[config.mk]
export PLATFORM = sky130hd
export DESIGN_NAME = mm_dmem_stage
export DESIGN_NICKNAME = d
export VERILOG_FILES = /design/src/rtl/mips_pkg.sv /design/src/rtl/dm_lane_fmt.sv /design/src/rtl/mm_dmem_stage.sv
export SDC_FILE = /design/constraint.sdc
export NUM_CORES = 1
export LEC_CHECK = 0
export CAP_MARGIN = 20
export CELL_PAD_IN_SITES_DETAIL_PLACEMENT = 0
export CELL_PAD_IN_SITES_GLOBAL_PLACEMENT = 1
export CORE_MARGIN = 3
export CORE_UTILIZATION = 40
export CTS_CLUSTER_SIZE = 16
export DETAILED_ROUTE_END_ITERATION = 8
export PLACE_DENSITY_LB_ADDON = 0.1
export SLEW_MARGIN = 20
export SYNTH_ARGS = -nofsm -noshare
export SYNTH_HDL_FRONTEND = slang
export SYNTH_SLANG_ARGS = --single-unit
[constraint.sdc]
create_clock -name clk -period 3.3 [get_ports clk]
set_input_delay 0.33 -clock clk [delete_from_list [all_inputs] [get_ports clk]]
set_output_delay 0.33 -clock clk [all_outputs]
set_load 0.05 [all_outputs]
[src/rtl/mips_pkg.sv]
// Shared definitions for the MIPS memory stage: load/store opcodes,
// access-size encoding, memory-stage FSM states and small decode helpers.
package mips_pkg;

  localparam logic [5:0] OP_LB  = 6'h20;
  localparam logic [5:0] OP_LH  = 6'h21;
  localparam logic [5:0] OP_LW  = 6'h23;
  localparam logic [5:0] OP_LBU = 6'h24;
  localparam logic [5:0] OP_LHU = 6'h25;
  localparam logic [5:0] OP_SB  = 6'h28;
  localparam logic [5:0] OP_SH  = 6'h29;
  localparam logic [5:0] OP_SW  = 6'h2B;

  // Access size as carried in the EX/MM register; 2'b11 behaves as a word.
  typedef enum logic [1:0] {
    SZ_BYTE     = 2'b00,
    SZ_HALF     = 2'b01,
    SZ_WORD     = 2'b10,
    SZ_WORD_ALT = 2'b11
  } access_sz_e;

  typedef enum logic {
    IDLE = 1'b0,
    REQ  = 1'b1
  } mm_state_e;

  function automatic logic is_load_op(input logic [5:0] op);
    return (op == OP_LB) || (op == OP_LH) || (op == OP_LW) ||
           (op == OP_LBU) || (op == OP_LHU);
  endfunction

  function automatic logic is_store_op(input logic [5:0] op);
    return (op == OP_SB) || (op == OP_SH) || (op == OP_SW);
  endfunction

  // lbu/lhu zero-extend; every other load sign-extends (lw needs neither).
  function automatic logic is_unsigned_load(input logic [5:0] op);
    return (op == OP_LBU) || (op == OP_LHU);
  endfunction

  // Halves need addr[0]=0, words need addr[1:0]=0; bytes never misalign.
  function automatic logic is_misaligned(input access_sz_e sz, input logic [1:0] off);
    case (sz)
      SZ_BYTE: return 1'b0;
      SZ_HALF: return off[0];
      default: return |off;
    endcase
  endfunction

endpackage

[src/rtl/dm_lane_fmt.sv]
// Combinational lane formatter for the data-memory bus.
// Store side: byte enables and lane replication of store data.
// Load side: lane extraction by byte offset with sign or zero extension.
module dm_lane_fmt
  import mips_pkg::*;
(
  input  access_sz_e  st_sz,
  input  logic [1:0]  st_off,
  input  logic [31:0] st_data,
  output logic [3:0]  st_be,
  output logic [31:0] st_wdata,
  input  access_sz_e  ld_sz,
  input  logic [1:0]  ld_off,
  input  logic        ld_unsigned,
  input  logic [31:0] ld_rdata,
  output logic [31:0] ld_data
);

  logic [7:0]  ld_byte;
  logic [15:0] ld_half;

  // Store side: enables follow the byte offset, data is copied to every lane.
  always_comb begin
    // NOTE: every output gets a default before the case so no latch is inferred.
    st_be    = 4'b1111;
    st_wdata = st_data;
    case (st_sz)
      SZ_BYTE: begin
        st_be    = 4'b0001 << st_off;
        st_wdata = {4{st_data[7:0]}};
      end
      SZ_HALF: begin
        st_be    = st_off[1] ? 4'b1100 : 4'b0011;
        st_wdata = {2{st_data[15:0]}};
      end
      default: begin
        st_be    = 4'b1111;
        st_wdata = st_data;
      end
    endcase
  end

  assign ld_byte = 8'(ld_rdata >> {ld_off, 3'b000});
  assign ld_half = ld_off[1] ? ld_rdata[31:16] : ld_rdata[15:0];

  // Load side: pick the addressed lane(s) and extend to 32 bits.
  always_comb begin
    ld_data = ld_rdata;
    case (ld_sz)
      SZ_BYTE: ld_data = ld_unsigned ? {24'h0, ld_byte} : {{24{ld_byte[7]}}, ld_byte};
      SZ_HALF: ld_data = ld_unsigned ? {16'h0, ld_half} : {{16{ld_half[15]}}, ld_half};
      default: ld_data = ld_rdata;
    endcase
  end

endmodule

[src/rtl/mm_dmem_stage.sv]
// MIPS memory stage: consumes the EX/MM register, runs loads/stores over a
// req/ack data-memory bus and registers results into MM/WB.
// Optional macro DM_TIMEOUT_EN: abort a request after TIMEOUT_CYC cycles
// without dm_ack and pulse dm_err; without it REQ waits indefinitely.
module mm_dmem_stage
  import mips_pkg::*;
#(
  parameter int unsigned TIMEOUT_CYC = 16
) (
  input  logic        clk,
  input  logic        rst_n,
  input  logic [31:0] data_out_alu_ex_mm,
  input  logic [31:0] rd1_data_ex_mm,
  input  logic [1:0]  dm_access_sz_ex_mm,
  input  logic        dm_rw_ex_mm,
  input  logic [31:0] pc_ex_mm,
  input  logic        wr_en_reg_ex_mm,
  input  logic [4:0]  wr_num_ex_mm,
  input  logic [5:0]  opcode_ex_mm,
  output logic        stall_mm,
  output logic        dm_req,
  output logic        dm_we,
  output logic [31:0] dm_addr,
  output logic [3:0]  dm_be,
  output logic [31:0] dm_wdata,
  input  logic        dm_ack,
  input  logic [31:0] dm_rdata,
  output logic [31:0] data_mm_wb,
  output logic        wr_en_reg_mm_wb,
  output logic [4:0]  wr_num_mm_wb,
  output logic [31:0] pc_mm_wb,
  output logic        mis_align_mm_wb,
  output logic        dm_err
);

  mm_state_e   state;
  access_sz_e  ex_sz;
  logic        ex_load;
  logic        ex_mem;
  logic        ex_mis;
  logic [3:0]  fmt_be;
  logic [31:0] fmt_wdata;
  logic [31:0] fmt_ld_data;
  logic        tmo_hit;

  // Context of the outstanding access, captured on REQ entry.
  access_sz_e  req_sz;
  logic [1:0]  req_off;
  logic        req_unsigned;
  logic        req_is_load;
  logic        req_wr_en;
  logic [4:0]  req_wr_num;
  logic [31:0] req_pc;

  assign ex_sz   = access_sz_e'(dm_access_sz_ex_mm);
  assign ex_load = is_load_op(opcode_ex_mm);
  assign ex_mem  = ex_load || is_store_op(opcode_ex_mm);
  assign ex_mis  = ex_mem && is_misaligned(ex_sz, data_out_alu_ex_mm[1:0]);

  dm_lane_fmt u_lane_fmt (
    .st_sz       (ex_sz),
    .st_off      (data_out_alu_ex_mm[1:0]),
    .st_data     (rd1_data_ex_mm),
    .st_be       (fmt_be),
    .st_wdata    (fmt_wdata),
    .ld_sz       (req_sz),
    .ld_off      (req_off),
    .ld_unsigned (req_unsigned),
    .ld_rdata    (dm_rdata),
    .ld_data     (fmt_ld_data)
  );

`ifdef DM_TIMEOUT_EN
  logic [15:0] tmo_cnt;

  assign tmo_hit = (state == REQ) && !dm_ack && (tmo_cnt == 16'(TIMEOUT_CYC - 1));

  // Timeout counter: zero outside REQ, counts REQ cycles without ack; flags the abort.
  always_ff @(posedge clk or negedge rst_n) begin
    if (!rst_n) begin
      tmo_cnt <= '0;
      dm_err  <= 1'b0;
    end else begin
      dm_err <= tmo_hit;
      if (state != REQ) begin
        tmo_cnt <= '0;
      end else if (!dm_ack) begin
        tmo_cnt <= tmo_cnt + 16'd1;
      end
    end
  end
`else
  assign tmo_hit = 1'b0;
  assign dm_err  = 1'b0;
`endif

  // Stall: a new aligned access in IDLE, or an access still waiting in REQ.
  always_comb begin
    stall_mm = 1'b0;
    // NOTE: gated by rst_n so the pipeline is never frozen while in reset.
    if (rst_n) begin
      case (state)
        IDLE:    stall_mm = ex_mem && !ex_mis;
        REQ:     stall_mm = !dm_ack && !tmo_hit;
        default: stall_mm = 1'b0;
      endcase
    end
  end

  // Stage FSM, bus request registers and MM/WB pipeline register.
  always_ff @(posedge clk or negedge rst_n) begin
    if (!rst_n) begin
      state           <= IDLE;
      dm_req          <= 1'b0;
      dm_we           <= 1'b0;
      dm_addr         <= '0;
      dm_be           <= '0;
      dm_wdata        <= '0;
      data_mm_wb      <= '0;
      wr_en_reg_mm_wb <= 1'b0;
      wr_num_mm_wb    <= '0;
      pc_mm_wb        <= '0;
      mis_align_mm_wb <= 1'b0;
      req_sz          <= SZ_BYTE;
      req_off         <= '0;
      req_unsigned    <= 1'b0;
      req_is_load     <= 1'b0;
      req_wr_en       <= 1'b0;
      req_wr_num      <= '0;
      req_pc          <= '0;
    end else begin
      // NOTE: non-blocking assignments so every register samples pre-edge values.
      mis_align_mm_wb <= 1'b0;
      case (state)
        IDLE: begin
          if (!ex_mem) begin
            data_mm_wb      <= data_out_alu_ex_mm;
            wr_en_reg_mm_wb <= wr_en_reg_ex_mm;
            wr_num_mm_wb    <= wr_num_ex_mm;
            pc_mm_wb        <= pc_ex_mm;
          end else if (ex_mis) begin
            mis_align_mm_wb <= 1'b1;
            wr_en_reg_mm_wb <= 1'b0;
            wr_num_mm_wb    <= wr_num_ex_mm;
            pc_mm_wb        <= pc_ex_mm;
          end else begin
            state           <= REQ;
            dm_req          <= 1'b1;
            dm_we           <= dm_rw_ex_mm;
            dm_addr         <= {data_out_alu_ex_mm[31:2], 2'b00};
            dm_be           <= fmt_be;
            dm_wdata        <= fmt_wdata;
            req_sz          <= ex_sz;
            req_off         <= data_out_alu_ex_mm[1:0];
            req_unsigned    <= is_unsigned_load(opcode_ex_mm);
            req_is_load     <= ex_load;
            req_wr_en       <= wr_en_reg_ex_mm;
            req_wr_num      <= wr_num_ex_mm;
            req_pc          <= pc_ex_mm;
            wr_en_reg_mm_wb <= 1'b0;
          end
        end
        REQ: begin
          if (dm_ack) begin
            state        <= IDLE;
            dm_req       <= 1'b0;
            wr_num_mm_wb <= req_wr_num;
            pc_mm_wb     <= req_pc;
            if (req_is_load) begin
              data_mm_wb      <= fmt_ld_data;
              wr_en_reg_mm_wb <= req_wr_en;
            end else begin
              wr_en_reg_mm_wb <= 1'b0;
            end
          end else if (tmo_hit) begin
            state           <= IDLE;
            dm_req          <= 1'b0;
            wr_en_reg_mm_wb <= 1'b0;
            pc_mm_wb        <= req_pc;
          end
        end
        default: state <= IDLE;
      endcase
    end
  end

endmodule

==> impl_metrics.py, run 1 <==
metrics = {
    "finish": {
        "finish.net_count": 1119,
        "stdcell_count": 1266,
        "synthToLayoutAreaGrowth_pct": 40.3,
        "layout.cells.most_common": "sky130_fd_sc_hd__clkdlybuf4s50_1",
        "mostFrequentLayoutCells": "sky130_fd_sc_hd__clkdlybuf4s50_1, sky130_fd_sc_hd__dfrtp_1, sky130_fd_sc_hd__mux2_2",
        "final-seq-area_sq_um": 4610,
        "post_route_cells_drive_above_1_share_pct": 26.6,
        "design_area_sq_um": 12900,
        "combined_area_of_the_multi_input_logic_cells_sq_um": 4250,
        "post-route-util_pct": 58.1,
        "antenna_cells_inserted": 0,
        "layout.filler_cells": 1810,
    },
    "timing": {
        "timing.max_slew.rel_slack_pct": 36.4,
        "finalClockSkew_ns": 0.0137,
        "layout_worst_path_cycle_share_pct": 83.2,
        "final.setup.tns_ns": 0,
        "timing_max_transition_violations_final": 0,
        "final-hold-violation-count": 0,
        "max_clock_freq_mhz": 364,
        "rsz_0062_raised_after_global_routing": "no",
        "timing.final.setup_violations": 0,
        "layout_min_cycle_time_ns": 2.75,
        "max_slew.worst_pin.slew_ns": 0.951,
    },
    "clocking": {
        "cts-root-to-sink-buffers": 2,
        "clock-sinks": 184,
        "clock_latency_ns": 0.43,
        "htreeDepth": 4,
        "master_cell_of_the_clock_root_buffer": "sky130_fd_sc_hd__clkbuf_16",
        "post_cts.repair.setup_buffers": 0,
        "clock_buffers_created_by_tritoncts": 17,
        "worst_setup_hold_path_clk_slew_ns": 0.07,
        "cts_tree": "done",
    },
    "logic_synthesis": {
        "async_flop_share_pct": 100,
        "synth_enable_flop_cells": 0,
        "yosys-mux-area-fraction_pct": 29.2,
        "synthesized_area_fraction_occupied_by_and_or_nand_nor_cells_pct": 4.06,
        "ys.flop_type": "sky130_fd_sc_hd__dfrtp_1",
        "netlist_area_sq_um": 9190,
        "yosys.area_share.adder_pct": 0,
        "synth.yosys.seq_area_share_pct": 50.1,
        "synth-warning-count": 0,
        "share_of_the_synthesized_area_in_compound_gates_ao_oa_aoi_oai_pct": 12.7,
        "synth_top_family_by_area": "multiplexers",
        "yosys.cell_types.count": 51,
        "yosys.area_share.xor_xnor_pct": 0,
        "yosys_register_bits": 184,
        "netlist_instances": 706,
        "syn_area_per_cell_sq_um": 13.0,
    },
    "grt": {
        "grt_max_degree": 89,
        "grt_first_pass_wirelength_um": 41300,
        "vias_in_the_first_global_route": 7261,
        "gr-total-overflow": 0,
        "initial_antenna_violation_count": 1,
        "grtUsageTotal_pct": 21.2,
    },
    "die": {
        "chipHeight_um": 158,
        "dieWidth_um": 158,
        "coreArea_sq_um": 22200,
        "start_util_pct": 41.4,
        "die-area_sq_um": 24800,
        "io_pins": 289,
        "row_count": 54,
    },
    "route": {
        "postRouteWirelength_um": 26100,
        "drt_drc_violations_left": 0,
        "detail_route.iter0.violations": 332,
        "post_drt_wl_per_cell_um": 20.6,
        "drtAntennaViolNets": 0,
        "dr.pass1.iters": 4,
        "detailroute.via_count": 6766,
        "drt-vias-per-instance": 5.34,
    },
    "setup_path": {
        "critical_path_arrival_ns": 2.42,
        "required_time_of_the_critical_path_ns": 2.97,
        "worstPathCellList": "nor4_4 -> buf_4 -> a2bb2oi_4 -> nor2b_1 -> buf_12",
        "top_delay_family_on_crit_path": "simple AND/OR/NAND/NOR gates",
        "critPathLaunchType": "register",
        "critPathSlowestCell": "sky130_fd_sc_hd__dfrtp_4",
        "highest_cell_delay_on_the_worst_timing_path_ns": 0.63,
        "timing.critical_path.to_type": "primary output",
        "cp.buffers_inverters": 2,
        "setup.worst_path.class": "register to primary output",
        "critical_path.max_fanout": 25,
        "r2r_setup_slack_ns": 0.81,
    },
    "placement": {
        "dp.final_hpwl_um": 19100,
        "gp_routability_congestion": 0.823,
        "placedInstanceArea_sq_um": 12300,
        "port-buffer-count": 285,
        "numPlacedInstances": 1233,
    },
    "job": {
        "drv_cap": 0,
    },
    "status": {
        "outcome": "complete, no violations",
    },
    "min_path": {
        "min_path_type": "input pin to async pin",
    },
    "pwr": {
        "p_leak_nw": 5.46,
        "cellPowerDensity_nw_per_um2": 704,
        "worst_ir_drop_vdd_mv": 0.445,
    },
}
power breakdown:
part | internal, mW | switching (mW) | leakage, nW
Combinational | 1.56 | 2.24 | 2.98
Sequential | 2.80 | 0.366 | 2.19
Clock | 1.09 | 1.01 | 0.295
final timing paths:
path,start,to,cells after the start
min reg2reg,dm_req,dm_req,2
min in group clk,dm_req,dm_req,2
max,state,stall_mm,5
max reg2reg,state,data_mm_wb[6],4
min,rst_n,dm_addr[13],2
max in group asynchronous,rst_n,mis_align_mm_wb,3
Yosys cell counts (2+ instances only):
| master | instances | share of area, % |
|---|---|---|
| sky130_fd_sc_hd__dfrtp_1 | 184 | 50 |
| sky130_fd_sc_hd__mux2_2 | 129 | 16 |
| sky130_fd_sc_hd__mux2_4 | 66 | 11 |
| sky130_fd_sc_hd__a21oi_1 | 32 | 1.7 |
| sky130_fd_sc_hd__clkbuf_1 | 27 | 1.1 |
| sky130_fd_sc_hd__nand2_1 | 27 | 1.1 |
| sky130_fd_sc_hd__o21ai_0 | 23 | 1.3 |
| sky130_fd_sc_hd__mux2i_1 | 20 | 2.2 |
| sky130_fd_sc_hd__a31oi_1 | 17 | 1.2 |
| sky130_fd_sc_hd__a21boi_0 | 16 | 1.3 |
| sky130_fd_sc_hd__buf_2 | 16 | 0.87 |
| sky130_fd_sc_hd__o22ai_1 | 16 | 1.1 |
| sky130_fd_sc_hd__o2bb2ai_1 | 16 | 1.5 |
| sky130_fd_sc_hd__o41ai_1 | 16 | 1.5 |
| sky130_fd_sc_hd__buf_6 | 9 | 1.1 |
| sky130_fd_sc_hd__nand2b_1 | 9 | 0.61 |
| sky130_fd_sc_hd__nor3_1 | 9 | 0.49 |
| sky130_fd_sc_hd__o221ai_1 | 8 | 0.76 |
| sky130_fd_sc_hd__a21o_1 | 7 | 0.57 |
| sky130_fd_sc_hd__a2bb2oi_1 | 7 | 0.67 |
| sky130_fd_sc_hd__inv_1 | 7 | 0.29 |
| sky130_fd_sc_hd__buf_4 | 6 | 0.49 |
| sky130_fd_sc_hd__nor2_1 | 5 | 0.20 |
| sky130_fd_sc_hd__nand3_1 | 3 | 0.16 |
| sky130_fd_sc_hd__nor2b_1 | 2 | 0.14 |
| sky130_fd_sc_hd__o21bai_1 | 2 | 0.16 |
| sky130_fd_sc_hd__or2b_1 | 2 | 0.16 |
| sky130_fd_sc_hd__or3_1 | 2 | 0.14 |
cells by family after synthesis:
family / after synthesis
AOI/OAI and AO/OA: 168
buffers and inverters: 67
DFF: 184
muxes: 217
other: 1
and+or+nand+nor: 69
area by class of cell:
class                           instances  area share (%)
Multi-Input combinational cell        457            33.0
Inverter                                8           0.233
Clock inverter                         15            1.46
Timing Repair Buffer                  305            23.5
Tap cell                              280            2.72
Clock buffer                           17            3.30
Sequential cell                       184            35.8
stage by stage:
step	setup WS [ns]	hold WS (ns)	power (mW)
after global placement	0.568	0.311	6.96
final	0.554	0.435	9.08
after global routing	0.453	0.469	9.50
after CTS	0.492	0.437	9.16
after floorplan	0.985	0.0344	5.66
after detailed placement	0.510	0.317	7.02
registers in the layout (all words and copies together) (netlist names):
signal and count:
mis_align_mm_wb 1, dm_req 1, dm_wdata 32, dm_we 1, req_unsigned 1, data_mm_wb 32, req_wr_num 5, req_sz 2
dm_addr 30, state 1, req_is_load 1, req_pc 32, req_off 2, dm_be 4, pc_mm_wb 32, wr_num_mm_wb 5
req_wr_en 1, wr_en_reg_mm_wb 1
timing repair:
| item | CTS | global route |
|---|---|---|
| hold buffers | 1 | 0 |
| resized for setup | 0 | 0 |
| hold endpoints to repair | 46 | 0 |
per-layer routing:
| metal | GRT usage [%] | vias up | routed length, um |
|---|---|---|---|
| met2 | 35.3 | 227 | 12700 |
| li1 | - | 3159 | - |
| met1 | 27.2 | 3352 | 11000 |
| met4 | 4.96 | 2 | 397 |
| met3 | 6.57 | 26 | 1980 |
| met5 | 0 | - | 13 |
No activity file was read; power rests on OpenSTA's default activity.
==> run 2: changes to the inputs <==
--- a/config.mk
+++ b/config.mk
@@ -9,7 +9,7 @@
 export CELL_PAD_IN_SITES_DETAIL_PLACEMENT = 0
 export CELL_PAD_IN_SITES_GLOBAL_PLACEMENT = 1
 export CORE_MARGIN = 3
-export CORE_UTILIZATION = 40
+export CORE_UTILIZATION = 33
 export CTS_CLUSTER_SIZE = 16
 export DETAILED_ROUTE_END_ITERATION = 8
 export PLACE_DENSITY_LB_ADDON = 0.1
==> constraint.sdc (replaced) <==
create_clock -name clk -period 2.2 [get_ports clk]
set_input_delay 0.22 -clock clk [delete_from_list [all_inputs] [get_ports clk]]
set_output_delay 0.22 -clock clk [all_outputs]
set_load 0.05 [all_outputs]
==> run 2 against run 1 <==
Against the previous run: clock power is 51% higher; utilization is 8.9 points lower; critical path depth is 3 higher; total power is 51% higher; sequential power is 47% higher; die area is 20% higher; clock skew is 0.0013 ns higher; combinational power is 55% higher; via count is 0.78% higher; global-route usage is 3.1 points lower; wire length is 3.6% higher; highest routed layer is now met4; sequential cell count stayed put.
==> impl_metrics.py, run 2 (synthesized netlist as in run 1, its figures left out) <==
metrics = {
    "finish": {
        "stdcell_count": 1390,
        "mostFrequentLayoutCells": "sky130_fd_sc_hd__clkdlybuf4s50_1, sky130_fd_sc_hd__dfrtp_1, sky130_fd_sc_hd__mux2_2",
        "finish.net_count": 1150,
        "layout.cells.most_common": "sky130_fd_sc_hd__clkdlybuf4s50_1",
        "post-route-util_pct": 49.2,
        "synthToLayoutAreaGrowth_pct": 45.7,
        "post_route_cells_drive_above_1_share_pct": 28.9,
    },
    "timing": {
        "rsz_0062_raised_after_global_routing": "no",
        "max_clock_freq_mhz": 477,
        "finalClockSkew_ns": 0.0150,
        "layout_worst_path_cycle_share_pct": 95.2,
        "timing.max_slew.rel_slack_pct": 33.5,
        "timing_max_transition_violations_final": 0,
        "timing.final.setup_violations": 0,
        "worst_slack_ns": 0.106,
        "final-hold-violation-count": 0,
        "layout_min_cycle_time_ns": 2.09,
        "max_slew.worst_pin.slew_ns": 0.994,
    },
    "min_path": {
        "min_path_type": "input pin to register",
        "min_to": "dm_we",
        "holdCritStartpoint": "dm_rw_ex_mm",
        "min_path_cells": 2,
    },
    "setup_path": {
        "critical_path_arrival_ns": 1.87,
        "r2r_start": "req_sz[1]",
        "r2r_setup_slack_ns": 0.27,
        "setup.worst_path.class": "input pin to primary output",
        "r2r_end": "data_mm_wb[23]",
        "timing.critical_path.to_type": "primary output",
        "required_time_of_the_critical_path_ns": 1.98,
        "critical_path.max_fanout": 7,
        "reg2regPathDepth": 4,
        "critPathLaunchType": "input pin",
    },
    "status": {
        "outcome": "complete, no violations",
    },
    "job": {
        "drv_cap": 0,
    },
    "route": {
        "detail_route.iter0.violations": 319,
        "drtAntennaViolNets": 0,
        "post_drt_wl_per_cell_um": 19.5,
        "postRouteWirelength_um": 27000,
        "drt-vias-per-instance": 4.91,
        "detailroute.via_count": 6819,
        "drt_drc_violations_left": 0,
        "dr.pass1.iters": 4,
    },
    "placement": {
        "gp_routability_congestion": 0.786,
        "dp.final_hpwl_um": 19300,
        "numPlacedInstances": 1350,
        "port-buffer-count": 285,
        "dp_slack_ns": -0.0112,
    },
    "clocking": {
        "worst_setup_hold_path_clk_slew_ns": 0.08,
        "cts_tree": "done",
        "htreeDepth": 4,
        "cts-root-to-sink-buffers": 2,
        "master_cell_of_the_clock_root_buffer": "sky130_fd_sc_hd__clkbuf_16",
        "clock_buffers_created_by_tritoncts": 17,
        "clock_latency_ns": 0.44,
        "clock-sinks": 184,
    },
    "die": {
        "dieWidth_um": 173,
        "start_util_pct": 33.8,
        "coreArea_sq_um": 27200,
        "chipHeight_um": 173,
        "row_count": 60,
        "die-area_sq_um": 29900,
        "io_pins": 289,
    },
    "pwr": {
        "worst_ir_drop_vdd_mv": 0.486,
        "p_leak_nw": 5.68,
        "cellPowerDensity_nw_per_um2": 1030,
        "totalPowerFinal_mw": 13.7,
    },
    "grt": {
        "grt_first_pass_wirelength_um": 42800,
        "initial_antenna_violation_count": 0,
        "gr-total-overflow": 0,
        "grtUsageTotal_pct": 18.1,
        "vias_in_the_first_global_route": 7277,
        "grt_max_degree": 143,
    },
}
-- run 2: critical path, stage by stage --
cell and delay, ns:
sky130_fd_sc_hd__clkdlybuf4s50_1 0.50, sky130_fd_sc_hd__nor2b_1 0.33, sky130_fd_sc_hd__nor4_4 0.09, sky130_fd_sc_hd__buf_6 0.14, sky130_fd_sc_hd__a2bb2oi_4 0.25, sky130_fd_sc_hd__buf_12 0.16
sky130_fd_sc_hd__nor2b_4 0.04, sky130_fd_sc_hd__buf_12 0.14
-- run 2: worst max-delay path by stage --
stage                          startpoint           end  cells past startpoint
global route              opcode_ex_mm[1]      stall_mm                      8
floorplan                           state      stall_mm                      6
global placement    dm_access_sz_ex_mm[1]  pc_mm_wb[19]                      6
detailed placement        opcode_ex_mm[1]      stall_mm                      8
finish                    opcode_ex_mm[1]      stall_mm                      8
CTS                                 state      stall_mm                      6
-- run 2: metal layers --
metal / wire length, um / up-vias / GRT usage, %
met2: 12700 / 224 / 28.9
li1: - / 3222 / -
met4: 474 / 0 / 5.00
met1: 12000 / 3345 / 23.8
met3: 1940 / 28 / 5.60
met5: 0 / - / 0
-- run 2: layout make-up --
cell class | instances | area [sq um]
sequential | 184 | 4610
timing repair buffer | 336 | 3410
tap | 372 | 465
fill | 2563 | 13800
multi-input combinational | 457 | 4260
inverter | 8 | 30.0
clock inverter | 15 | 180
clock buffer | 17 | 425
antenna | 1 | 2.50
-- run 2: where the power goes --
part / switching [mW] / total (mW) / internal (mW)
logic: 3.43 / 5.88 / 2.45
clock network: 1.54 / 3.18 / 1.64
registers: 0.474 / 4.67 / 4.20
total: 5.45 / 13.7 / 8.28
-- run 2: repair_timing --
| item | 4_1_cts | 5_1_grt |
|---|---|---|
| hold endpoints to repair | 31 | 0 |
| buffers inserted | 1 | 4 |
| gates cloned | 0 | 1 |
| pin swaps | 0 | 2 |
| hold buffers | 1 | 0 |
| endpoints found under the setup margin | 1 | 1 |
| gates resized for setup | 3 | 0 |
-- run 2: metrics by stage --
step	TNS [ns]	instance area, sq um	hold slack, ns
finish	0	13400	0.385
global route	0	13400	0.385
CTS	0	13300	0.370
detailed placement	-0.0112	12700	0.469
global placement	0	12700	0.465
floorplan	0	9190	-0.0756
